`config.mk`:
```
export PLATFORM = sky130hd
export DESIGN_NAME = fetch_sequencer
export DESIGN_NICKNAME = d
export VERILOG_FILES = /design/src/rtl/fetch_pkg.sv /design/src/rtl/load_use_detect.sv /design/src/rtl/fetch_sequencer.sv
export SDC_FILE = /design/constraint.sdc
export NUM_CORES = 1
export LEC_CHECK = 0
export BUFFER_PORTS_ARGS = -buffer_cell sky130_fd_sc_hd__buf_2
export CORE_MARGIN = 2
export CORE_UTILIZATION = 40
export DETAILED_ROUTE_END_ITERATION = 7
export PLACE_DENSITY = 0.68
export SLEW_MARGIN = 15
export SYNTH_ARGS = -nofsm -noshare
export SYNTH_HDL_FRONTEND = slang
export SYNTH_SLANG_ARGS = --single-unit
```
`constraint.sdc`:
```
create_clock -name clk -period 2.4 [get_ports clk]
set_clock_uncertainty 0.1 [all_clocks]
set_input_delay 0.48 -clock clk [delete_from_list [all_inputs] [get_ports clk]]
set_output_delay 0.48 -clock clk [all_outputs]
set_load 0.02 [all_outputs]
```
`src/rtl/fetch_pkg.sv`:
```
// Shared definitions for the instruction fetch stage: FSM state encoding,
// the NOP word and the instruction field layout used by IF/ID.
package fetch_pkg;

  localparam int PC_W    = 16;
  localparam int INSTR_W = 16;
  localparam int OPC_W   = 6;
  localparam int REG_W   = 3;
  localparam int SHAMT_W = 4;

  localparam int OPC_LSB   = 10;
  localparam int SRC_LSB   = 7;
  localparam int DST_LSB   = 4;
  localparam int SHAMT_LSB = 0;

  localparam logic [INSTR_W-1:0] NOP_WORD = 16'h0000;

  typedef enum logic [1:0] {
    ST_RUN   = 2'd0,
    ST_STALL = 2'd1,
    ST_HALT  = 2'd2
  } fetch_state_e;

  function automatic logic [OPC_W-1:0] get_opcode(input logic [INSTR_W-1:0] word);
    return word[OPC_LSB +: OPC_W];
  endfunction

  function automatic logic [REG_W-1:0] get_src(input logic [INSTR_W-1:0] word);
    return word[SRC_LSB +: REG_W];
  endfunction

  function automatic logic [REG_W-1:0] get_dst(input logic [INSTR_W-1:0] word);
    return word[DST_LSB +: REG_W];
  endfunction

  function automatic logic [SHAMT_W-1:0] get_shamt(input logic [INSTR_W-1:0] word);
    return word[SHAMT_LSB +: SHAMT_W];
  endfunction

endpackage

```
`src/rtl/load_use_detect.sv`:
```
// Combinational load-use hazard: the load in ID/EX writes a register that the
// instruction sitting in IF/ID reads or writes.
module load_use_detect
  import fetch_pkg::*;
(
  input  logic             i_id_memread,
  input  logic             i_ifid_valid,
  input  logic [REG_W-1:0] i_id_dst,
  input  logic [REG_W-1:0] i_ifid_src,
  input  logic [REG_W-1:0] i_ifid_dst,
  output logic             o_hazard
);

  assign o_hazard = i_id_memread && i_ifid_valid &&
                    ((i_id_dst == i_ifid_src) || (i_id_dst == i_ifid_dst));

endmodule

```
`src/rtl/fetch_sequencer.sv`:
```
// Instruction fetch sequencer: owns the PC and the IF/ID register, and handles
// load-use stalls, taken-branch flushes and the HALT/resume handshake.
module fetch_sequencer
  import fetch_pkg::*;
#(
  parameter logic [PC_W-1:0]  RESET_PC   = 16'h0000,
  parameter logic [OPC_W-1:0] HLT_OPCODE = 6'b111111
) (
  input  logic               clk,
  input  logic               rst,
  input  logic [INSTR_W-1:0] instr,
  input  logic               id_memread,
  input  logic [REG_W-1:0]   id_dst,
  input  logic               ex_branch_taken,
  input  logic [PC_W-1:0]    ex_target,
  input  logic               resume,
  output logic [PC_W-1:0]    pc,
  output logic [INSTR_W-1:0] ifid_instr,
  output logic [OPC_W-1:0]   opcode,
  output logic [REG_W-1:0]   src,
  output logic [REG_W-1:0]   dst,
  output logic [SHAMT_W-1:0] shiftamount,
  output logic               ifid_valid,
  output logic               bubble,
  output logic               halted,
  output logic [15:0]        stall_count
);

  fetch_state_e       r_state;
  logic [PC_W-1:0]    r_pc;
  logic [INSTR_W-1:0] r_ifid_instr;
  logic               r_ifid_valid;
  logic [15:0]        r_stall_count;

  logic            w_hazard;
  logic            w_branch;
  logic            w_halt_req;
  logic            w_stall_cycle;
  logic [PC_W-1:0] w_pc_inc;

  load_use_detect u_load_use_detect (
    .i_id_memread (id_memread),
    .i_ifid_valid (r_ifid_valid),
    .i_id_dst     (id_dst),
    .i_ifid_src   (get_src(r_ifid_instr)),
    .i_ifid_dst   (get_dst(r_ifid_instr)),
    .o_hazard     (w_hazard)
  );

  // A HLT waiting in IF/ID wins over a load-use hazard so it is never overwritten by a
  // post-stall refetch; the HLT itself flows into ID/EX, so that cycle is not a bubble.
  assign w_branch      = ex_branch_taken && (r_state != ST_HALT);
  assign w_halt_req    = (r_state == ST_RUN) && r_ifid_valid &&
                         (get_opcode(r_ifid_instr) == HLT_OPCODE);
  assign w_stall_cycle = (r_state == ST_RUN) && !w_branch && !w_halt_req && w_hazard;
  assign w_pc_inc      = r_pc + 16'd1;

  always_comb begin
    bubble = 1'b0;
    if (!rst) begin
      bubble = 1'b0;
    end else if (r_state == ST_HALT) begin
      bubble = 1'b1;
    end else if (w_branch) begin
      bubble = 1'b1;
    end else begin
      bubble = w_stall_cycle;
    end
  end

  always_ff @(posedge clk or negedge rst) begin
    if (!rst) begin
      r_state       <= ST_RUN;
      r_pc          <= RESET_PC;
      r_ifid_instr  <= NOP_WORD;
      r_ifid_valid  <= 1'b0;
      r_stall_count <= 16'h0000;
    end else begin
      if (w_stall_cycle && (r_stall_count != 16'hFFFF)) begin
        r_stall_count <= r_stall_count + 16'd1;
      end
      if (r_state == ST_HALT) begin
        if (resume) begin
          r_ifid_instr <= instr;
          r_ifid_valid <= 1'b1;
          r_pc         <= w_pc_inc;
          r_state      <= ST_RUN;
        end else begin
          r_ifid_valid <= 1'b0;
        end
      end else if (w_branch) begin
        r_pc         <= ex_target;
        r_ifid_instr <= NOP_WORD;
        r_ifid_valid <= 1'b0;
        r_state      <= ST_RUN;
      end else if (w_halt_req) begin
        r_ifid_valid <= 1'b0;
        r_state      <= ST_HALT;
      end else if (w_stall_cycle) begin
        r_state <= ST_STALL;
      end else begin
        r_ifid_instr <= instr;
        r_ifid_valid <= 1'b1;
        r_pc         <= w_pc_inc;
        r_state      <= ST_RUN;
      end
    end
  end

  assign pc          = r_pc;
  assign ifid_instr  = r_ifid_instr;
  assign opcode      = get_opcode(r_ifid_instr);
  assign src         = get_src(r_ifid_instr);
  assign dst         = get_dst(r_ifid_instr);
  assign shiftamount = get_shamt(r_ifid_instr);
  assign ifid_valid  = r_ifid_valid;
  assign halted      = (r_state == ST_HALT);
  assign stall_count = r_stall_count;

endmodule
```
==> impl_metrics.json, run 1 <==
{
  "ys_ff_latch": 51,
  "vias": 2419,
  "final_common_cell": "buf_2",
  "finalSetupViolCount": 0,
  "start_util_pct": 41.85,
  "core_area_um2": 6422,
  "area_growth_pct": 26.72,
  "ys_warn_count": 0,
  "leakagePower_nw": 1.742,
  "cts_tree": "done",
  "tns_ns": 0,
  "powerDensity_nw_per_um2": 648.5,
  "final_area_um2": 3406,
  "clkLatencyLatePin_ns": 0.30,
  "n_antenna_cell": 0,
  "ys_seq_area_share_pct": 47.49,
  "finalCritPeriodShare_pct": 95.36,
  "critPathBufInv": 1,
  "max_clock_freq_ghz": 0.4369,
  "rsz0062_at_grt": "no",
  "drtIter0Drc": 70,
  "drc": 0,
  "grt_pass1_vias": 2164,
  "critical_path.top_delay_family": "flip-flops",
  "relSlewSlack_pct": 46.71,
  "nets": 433,
  "antenna_found_initial": 0,
  "cts.path.max_buffers": 2,
  "drive_gt1_share_pct": 35.97,
  "fin_crit_ns": 2.289,
  "synth_top_area_share_pct": 47.49,
  "synthesis.nets": 336,
  "power_w": 0.002209,
  "slowest_delay_ns": 0.43,
  "place_area_um2": 3206,
  "viasPerCell": 5.158,
  "grt_pass1_wl_um": 10490,
  "required_ns": 1.82,
  "synthArstFlopShare_pct": 100.0,
  "drtPass1Iterations": 5,
  "die-area_um2": 7391,
  "die-width_um": 85.97,
  "totalWireLength_um": 6394,
  "h-tree-depth": 2,
  "synthFlopType": "dfrtp_1",
  "synth.distinct_cells": 40,
  "critPathLaunchType": "flip-flop",
  "worstSetupPathType": "reg2out",
  "synth_area_um2": 2688,
  "ant_nets": 0,
  "wl_per_cell_um": 13.63,
  "numClockSinks": 51,
  "max_cap_viol_count": 0,
  "io_pins": 107,
  "synth.avg_cell_area_um2": 9.141,
  "hold_viol": 0,
  "groute.usage.overall_pct": 17.72,
  "grt_max_degree": 52,
  "fp.dieH_um": 85.97,
  "clk_pin_slew_worst_paths_ns": 0.09,
  "peakVddDrop_mv": 0.4315,
  "crit_chain": "xnor2_1, and4_1, o21ai_4, nor2_1, o31a_1, buf_2",
  "rows": 29,
  "synth_area_leaders": "dfrtp_1 (47%), nand2_1 (7.4%), xnor2_1 (5.9%), a21oi_1 (5.0%), nand3_1 (4.8%)",
  "crit_path_top_delay_cell": "dfrtp_1",
  "routabilityCongestion": 0.8402,
  "final_cell_mix": "buf_2 (106), nand2_1 (53), dfrtp_1 (51)",
  "finalMaxSlewViolations": 0,
  "cp_max_fo": 4,
  "synthCells": 294,
  "arrival_ns": 1.71,
  "overflow": 0,
  "synth_edf_count": 0,
  "worst_pin_slew_ns": 0.7990,
  "portBuffers": 106,
  "hpwlAfterDp_um": 4629,
  "hold_path.class": "in2async",
  "ctsRootBufferMaster": "clkbuf_8",
  "synth_top_area_cell": "dfrtp_1",
  "numCtsBuffers": 5,
  "status": "complete, no violations",
  "end_kind": "output port"
}
## synthesized netlist by cell type, drive strengths merged, types with 3 or more instances
master,number
a21oi,27
and2,5
and3,8
and4,4
buf,23
clkbuf,8
dfrtp,51
nand2,53
nand2b,4
nand3,26
nand4,13
nor2,7
nor3,3
o21ai,18
o22ai,4
xnor2,18
## cell type report
type / count / area [µm²]
Sequential cell: 51 / 1276
Timing Repair Buffer: 121 / 655.6
Multi-Input combinational cell: 210 / 1234
Clock buffer: 5 / 68.82
Tap cell: 77 / 96.34
Clock inverter: 3 / 67.56
Inverter: 2 / 7.507
Fill cell: 638 / 3017
## per-layer routing
metal	GRT usage, %	up-vias	share of wire [%]
li1	-	1202	-
met1	24.75	1136	47
met2	27.98	79	46
met3	3.754	2	6.7
met4	4.762	0	0.53
met5	0	-	0
## timing repair
item                       CTS  global route
setup buffers                2             4
hold buffers                 0             0
pin swaps                    1             2
gates resized for setup      1             2
setup endpoints to repair    1             1
## registers in the layout, indices dropped and copies added, names as in the netlist
register     count
ifid_instr      16
ifid_valid       1
pc              16
r_state          2
stall_count     16
## through the flow
step | hold slack [ns] | std cells | setup slack, ns | utilization, %
global route | 0.2858 | 469 | 0.008904 | 53.03
finish | 0.2219 | 469 | 0.1113 | 53.03
CTS | 0.2548 | 465 | 0.004549 | 52.39
global placement | 0.3675 | 455 | 0.1357 | 49.91
floorplan | 0.08441 | 294 | 0.3534 | -
detailed placement | 0.3782 | 455 | 0.1287 | 49.91
## report_power, final
group / leakage (nW) / switching (W) / internal [W]
sequential: 0.643 / 0.0000996 / 0.000935
combinational: 1.03 / 0.000285 / 0.000187
clock: 0.0644 / 0.000286 / 0.000416
## path summary, 6_finish.rpt
check / from / depth (start not counted) / slack [ns] / end
setup / recovery: ifid_instr[8] / 6 / 0.11 / bubble
hold / removal: rst / 2 / 0.22 / ifid_instr[0]
setup reg to reg: r_state[1] / 7 / 0.29 / stall_count[4]
hold reg to reg: ifid_instr[3] / 2 / 0.39 / ifid_instr[3]
max in group asynchronous: rst / 2 / 1.52 / ifid_instr[11]
min in group clk: instr[12] / 3 / 0.29 / ifid_instr[12]
## logic make-up after synthesis
group / synth area share, %
simple gates: 23.98
fa+ha+maj: 0.9309
flops: 47.49
buf+inv: 7.403
mux: 1.210
xor+xnor: 6.192
compound gates: 12.80
No activity file was read; power rests on OpenSTA's default activity.
==> run 2: changes to the inputs <==
- BUFFER_PORTS_ARGS: -buffer_cell sky130_fd_sc_hd__buf_2 -> -buffer_cell sky130_fd_sc_hd__buf_4
==> run 2 against run 1 <==
  * Count of clock-buffer cells in the layout unchanged
  * Combinational power up 16%
  * Total power about the same
  * Die area unchanged
  * Non-clock buffer count up 2
  * Highest routed layer unchanged
  * Setup slack better by 0.0015 ns
  * Flip-flop and latch count unchanged
  * Register-to-register slack about the same
  * First-iteration DRC count up 60%
  * Wire length up 2.4%
  * Sequential power about the same
==> impl_metrics.json, run 2 (synthesis gave the netlist of run 1 again) <==
{
  "arrival_ns": 1.71,
  "leakagePower_nw": 1.807,
  "worstSetupPathType": "reg2out",
  "totalWireLength_um": 6549,
  "critPathLaunchType": "flip-flop",
  "drc": 0,
  "worst_pin_slew_ns": 0.8090,
  "die-width_um": 85.97,
  "vias": 2423,
  "cp-startpoint": "ifid_instr[4]",
  "ant_nets": 0,
  "rrSetupSlack_ns": 0.29,
  "core_area_um2": 6422,
  "routabilityCongestion": 0.8065,
  "groute.usage.overall_pct": 17.76,
  "crit_path_top_delay_cell": "dfrtp_1",
  "final_area_um2": 3669,
  "end_kind": "output port",
  "die-area_um2": 7391,
  "max_cap_viol_count": 0,
  "place_inst": 455,
  "finalCritPeriodShare_pct": 95.30,
  "grt_pass1_wl_um": 10670,
  "rsz0062_at_grt": "no",
  "peakVddDrop_mv": 0.5120,
  "place_area_um2": 3471,
  "finalSetupViolCount": 0,
  "viasPerCell": 5.144,
  "area_growth_pct": 36.50,
  "status": "complete, no violations",
  "numCtsBuffers": 5,
  "required_ns": 1.82,
  "nets": 435,
  "io_pins": 107,
  "clk_pin_slew_worst_paths_ns": 0.10,
  "final_common_cell": "buf_4",
  "reg2reg_from": "r_state[1]",
  "drtPass1Iterations": 4,
  "cts.path.max_buffers": 2,
  "h-tree-depth": 2,
  "ff2ff_path_depth": 6,
  "numClockSinks": 51,
  "fin_util_pct": 57.12,
  "crit_chain": "xnor2_1, and4_1, o21ai_4, nor2_2, o31a_1, buf_4",
  "final_cell_mix": "buf_4 (122), nand2_1 (53), dfrtp_1 (51)",
  "fin_crit_ns": 2.287,
  "grt_max_degree": 52,
  "hold_buffers": 0,
  "cp_max_fo": 4,
  "overflow": 0,
  "rows": 29,
  "tns_ns": 0,
  "relSlewSlack_pct": 46.04,
  "grt_pass1_vias": 2335,
  "fp.dieH_um": 85.97,
  "portBuffers": 106,
  "slowest_delay_ns": 0.42,
  "final_cells": 471,
  "hpwlAfterDp_um": 4772,
  "finalMaxSlewViolations": 0,
  "power_w": 0.002207,
  "clkLatencyLatePin_ns": 0.30,
  "timing.rr.end": "stall_count[1]",
  "powerDensity_nw_per_um2": 601.6,
  "n_antenna_cell": 0,
  "hold_viol": 0,
  "max_clock_freq_ghz": 0.4372,
  "cts_tree": "done",
  "ctsRootBufferMaster": "clkbuf_8",
  "wl_per_cell_um": 13.90,
  "drive_gt1_share_pct": 36.55,
  "drtIter0Drc": 112,
  "antenna_found_initial": 0,
  "hold_path.class": "in2async",
  "start_util_pct": 41.85
}
## run 2: changes by cell type in the layout (fill, tap and decap cells not counted), sizes merged
cell,previous run,this run
bufinv,2,1
inv,2,3
buf,121,123
clkinvlp,1,0
clkinv,0,1
## run 2: area by class of cell
cell class | count | area (µm²)
Clock inverter | 3 | 47.55
Multi-Input combinational cell | 210 | 1236
Tap cell | 77 | 96.34
Fill cell | 616 | 2754
Clock buffer | 5 | 68.82
Sequential cell | 51 | 1276
Timing Repair Buffer | 123 | 935.9
Inverter | 2 | 7.507
## run 2: timing repair
action,CTS,global route
buffers inserted,4,4
setup endpoints to repair,1,1
pin swaps,0,2
gates resized for setup,1,3
## run 2: layer usage
layer  global-route usage [%]  wire, µm  vias to the layer above
met1                    23.60      2877                     1128
met5                        0         0                        -
met3                    3.561       440                        4
met4                    4.185        44                        0
li1                         -         -                     1213
met2                    29.88      3186                       78
## run 2: power breakdown
part	switching [W]	leakage [nW]	internal [W]
clock	0.000306	0.0587	0.000317
combinational	0.000289	1.11	0.000259
sequential	0.000101	0.643	0.000935
total	0.000696	1.81	0.00151
## run 2: worst max path at each step
stage | endpoint | slack [ns] | cells past startpoint
6_report | bubble | 0.11 | 6
5_1_grt | bubble | 0.01 | 6
4_1_cts | bubble | 0.008 | 6
3_5_place_dp | bubble | 0.12 | 7
3_3_place_gp | bubble | 0.13 | 7
2_1_floorplan | bubble | 0.35 | 5
## run 2: stage by stage
stage / hold slack [ns] / setup slack (ns)
3_5_place_dp: 0.3838 / 0.1179
5_1_grt: 0.2648 / 0.01079
6_report: 0.2139 / 0.1128
3_3_place_gp: 0.3794 / 0.1292
4_1_cts: 0.2317 / 0.008346
2_1_floorplan: 0.08441 / 0.3534
## run 2: critical path: cells and delay by family, from the launching register on
family,cells,cell delay [ns]
compound gates,2,0.44
flops,1,0.42
simple gates,2,0.27
buf+inv,1,0.16
xor+xnor,1,0.12
==> run 3: changes to the inputs <==
- CORE_ASPECT_RATIO: unset -> 0.9
- SLEW_MARGIN: 15 -> unset
==> run 3 against run 2 <==
  * Design area is 1.5% lower
  * Maximum frequency is 0.66% lower
  * Wire length is 4.3% higher
  * Cell count is 0.85% higher
  * Die area hardly changed
  * Global-route usage is 1.4 points higher
  * Sequential share of layout area is 0.54 points higher
  * First-iteration DRC count is 8.9% lower
  * Via count hardly changed
  * Total power hardly changed
  * Largest cell class unchanged
  * Largest power group unchanged
  * Highest routed layer unchanged
==> impl_metrics.json, run 3 (synthesis gave the netlist of run 1 again) <==
{
  "h-tree-depth": 2,
  "cts_tree": "done",
  "totalWireLength_um": 6831,
  "power_w": 0.002207,
  "critPathBufInv": 1,
  "critPathLaunchType": "flip-flop",
  "fin_crit_ns": 2.302,
  "cp-startpoint": "ifid_instr[4]",
  "required_ns": 1.82,
  "fin_util_pct": 55.14,
  "holdWs_ns": 0.2101,
  "groute.usage.overall_pct": 19.13,
  "drc": 0,
  "finalSetupViolCount": 0,
  "slowest_delay_ns": 0.45,
  "finalCritPeriodShare_pct": 95.93,
  "start_util_pct": 41.02,
  "rows": 28,
  "clkLatencyLatePin_ns": 0.31,
  "grt_pass1_wl_um": 11230,
  "rsz0062_at_grt": "no",
  "clk_pin_slew_worst_paths_ns": 0.09,
  "status": "complete, no violations",
  "drive_gt1_share_pct": 34.81,
  "fillers": 637,
  "fp.dieH_um": 81.77,
  "multiInputGateArea_um2": 1217,
  "final_cell_mix": "buf_4 (112), nand2_1 (53), dfrtp_1 (51)",
  "portBuffers": 106,
  "hold_buffers": 0,
  "end_kind": "output port",
  "cts.path.max_buffers": 2,
  "tns_ns": 0,
  "viasPerCell": 5.105,
  "drtIter0Drc": 102,
  "worst_pin_slew_ns": 0.7574,
  "area_growth_pct": 34.40,
  "worstSetupPathType": "reg2out",
  "overflow": 0,
  "rrSetupSlack_ns": 0.31,
  "die-width_um": 90.41,
  "leakagePower_nw": 1.765,
  "die-area_um2": 7392,
  "seq_area_um2": 1276,
  "crit_chain": "xnor2_1, and4_1, o21ai_2, nor2_1, o31a_1, buf_4",
  "grt_pass1_vias": 2292,
  "reg2reg_from": "r_state[1]",
  "antenna_found_initial": 0,
  "crit_path_top_delay_cell": "dfrtp_1",
  "hpwlAfterDp_um": 4870,
  "n_antenna_cell": 0,
  "grt_max_degree": 52,
  "ant_nets": 0,
  "relSlewSlack_pct": 49.48,
  "core_area_um2": 6551,
  "nets": 426,
  "max_cap_viol_count": 0,
  "io_pins": 107,
  "hold_path.class": "in2async",
  "cp_max_fo": 4,
  "powerDensity_nw_per_um2": 611.0,
  "numCtsBuffers": 5,
  "place_area_um2": 3485,
  "final_area_um2": 3612,
  "max_clock_freq_ghz": 0.4343,
  "critical_path.top_delay_family": "flip-flops",
  "routabilityCongestion": 0.8653,
  "arrival_ns": 1.72,
  "vias": 2425,
  "peakVddDrop_mv": 0.4044,
  "final_common_cell": "buf_4",
  "drtPass1Iterations": 4,
  "finalMaxSlewViolations": 0,
  "hold_viol": 0,
  "numClockSinks": 51,
  "wl_per_cell_um": 14.38,
  "ctsRootBufferMaster": "clkbuf_8"
}
## run 3: where the power goes
part           internal, W  switching (W)  leakage (nW)
logic             0.000250       0.000283          1.06
registers         0.000935       0.000107         0.643
clock network     0.000338       0.000295        0.0612
## run 3: path summary, 6_finish.rpt
check,to,depth (start not counted)
worst min-delay path,ifid_instr[8],2
worst max register to register,stall_count[1],6
worst min register to register,ifid_instr[0],2
worst max-delay path,bubble,6
min in group clk,ifid_instr[3],3
max in group asynchronous,ifid_instr[11],2
## run 3: layout make-up
type / count / area share [%]
multi-input cells: 210 / 33.70
well taps: 90 / 3.117
clock inverters: 2 / 0.9699
flip-flops and latches: 51 / 35.33
inverters: 2 / 0.2078
repair buffers: 114 / 24.39
clock buffers: 6 / 2.286
## run 3: stage by stage
step | std cells | setup WS (ns)
2_1_floorplan | 294 | 0.3534
3_3_place_gp | 466 | 0.1539
3_5_place_dp | 466 | 0.1358
4_1_cts | 475 | 0.002245
5_1_grt | 475 | 0.01489
6_report | 475 | 0.09770
## run 3: routing by layer
| layer | track usage, % | up-vias | wire length [µm] |
|---|---|---|---|
| met5 | 0 | - | 0 |
| li1 | - | 1191 | - |
| met4 | 5.692 | 0 | 67 |
| met1 | 25.62 | 1138 | 3177 |
| met3 | 4.404 | 7 | 449 |
| met2 | 31.50 | 89 | 3136 |
## run 3: timing repair
item	4_1_cts	5_1_grt
setup buffers	1	0
gates resized for setup	0	1
endpoints found under the setup margin	1	1
pin swaps	1	0
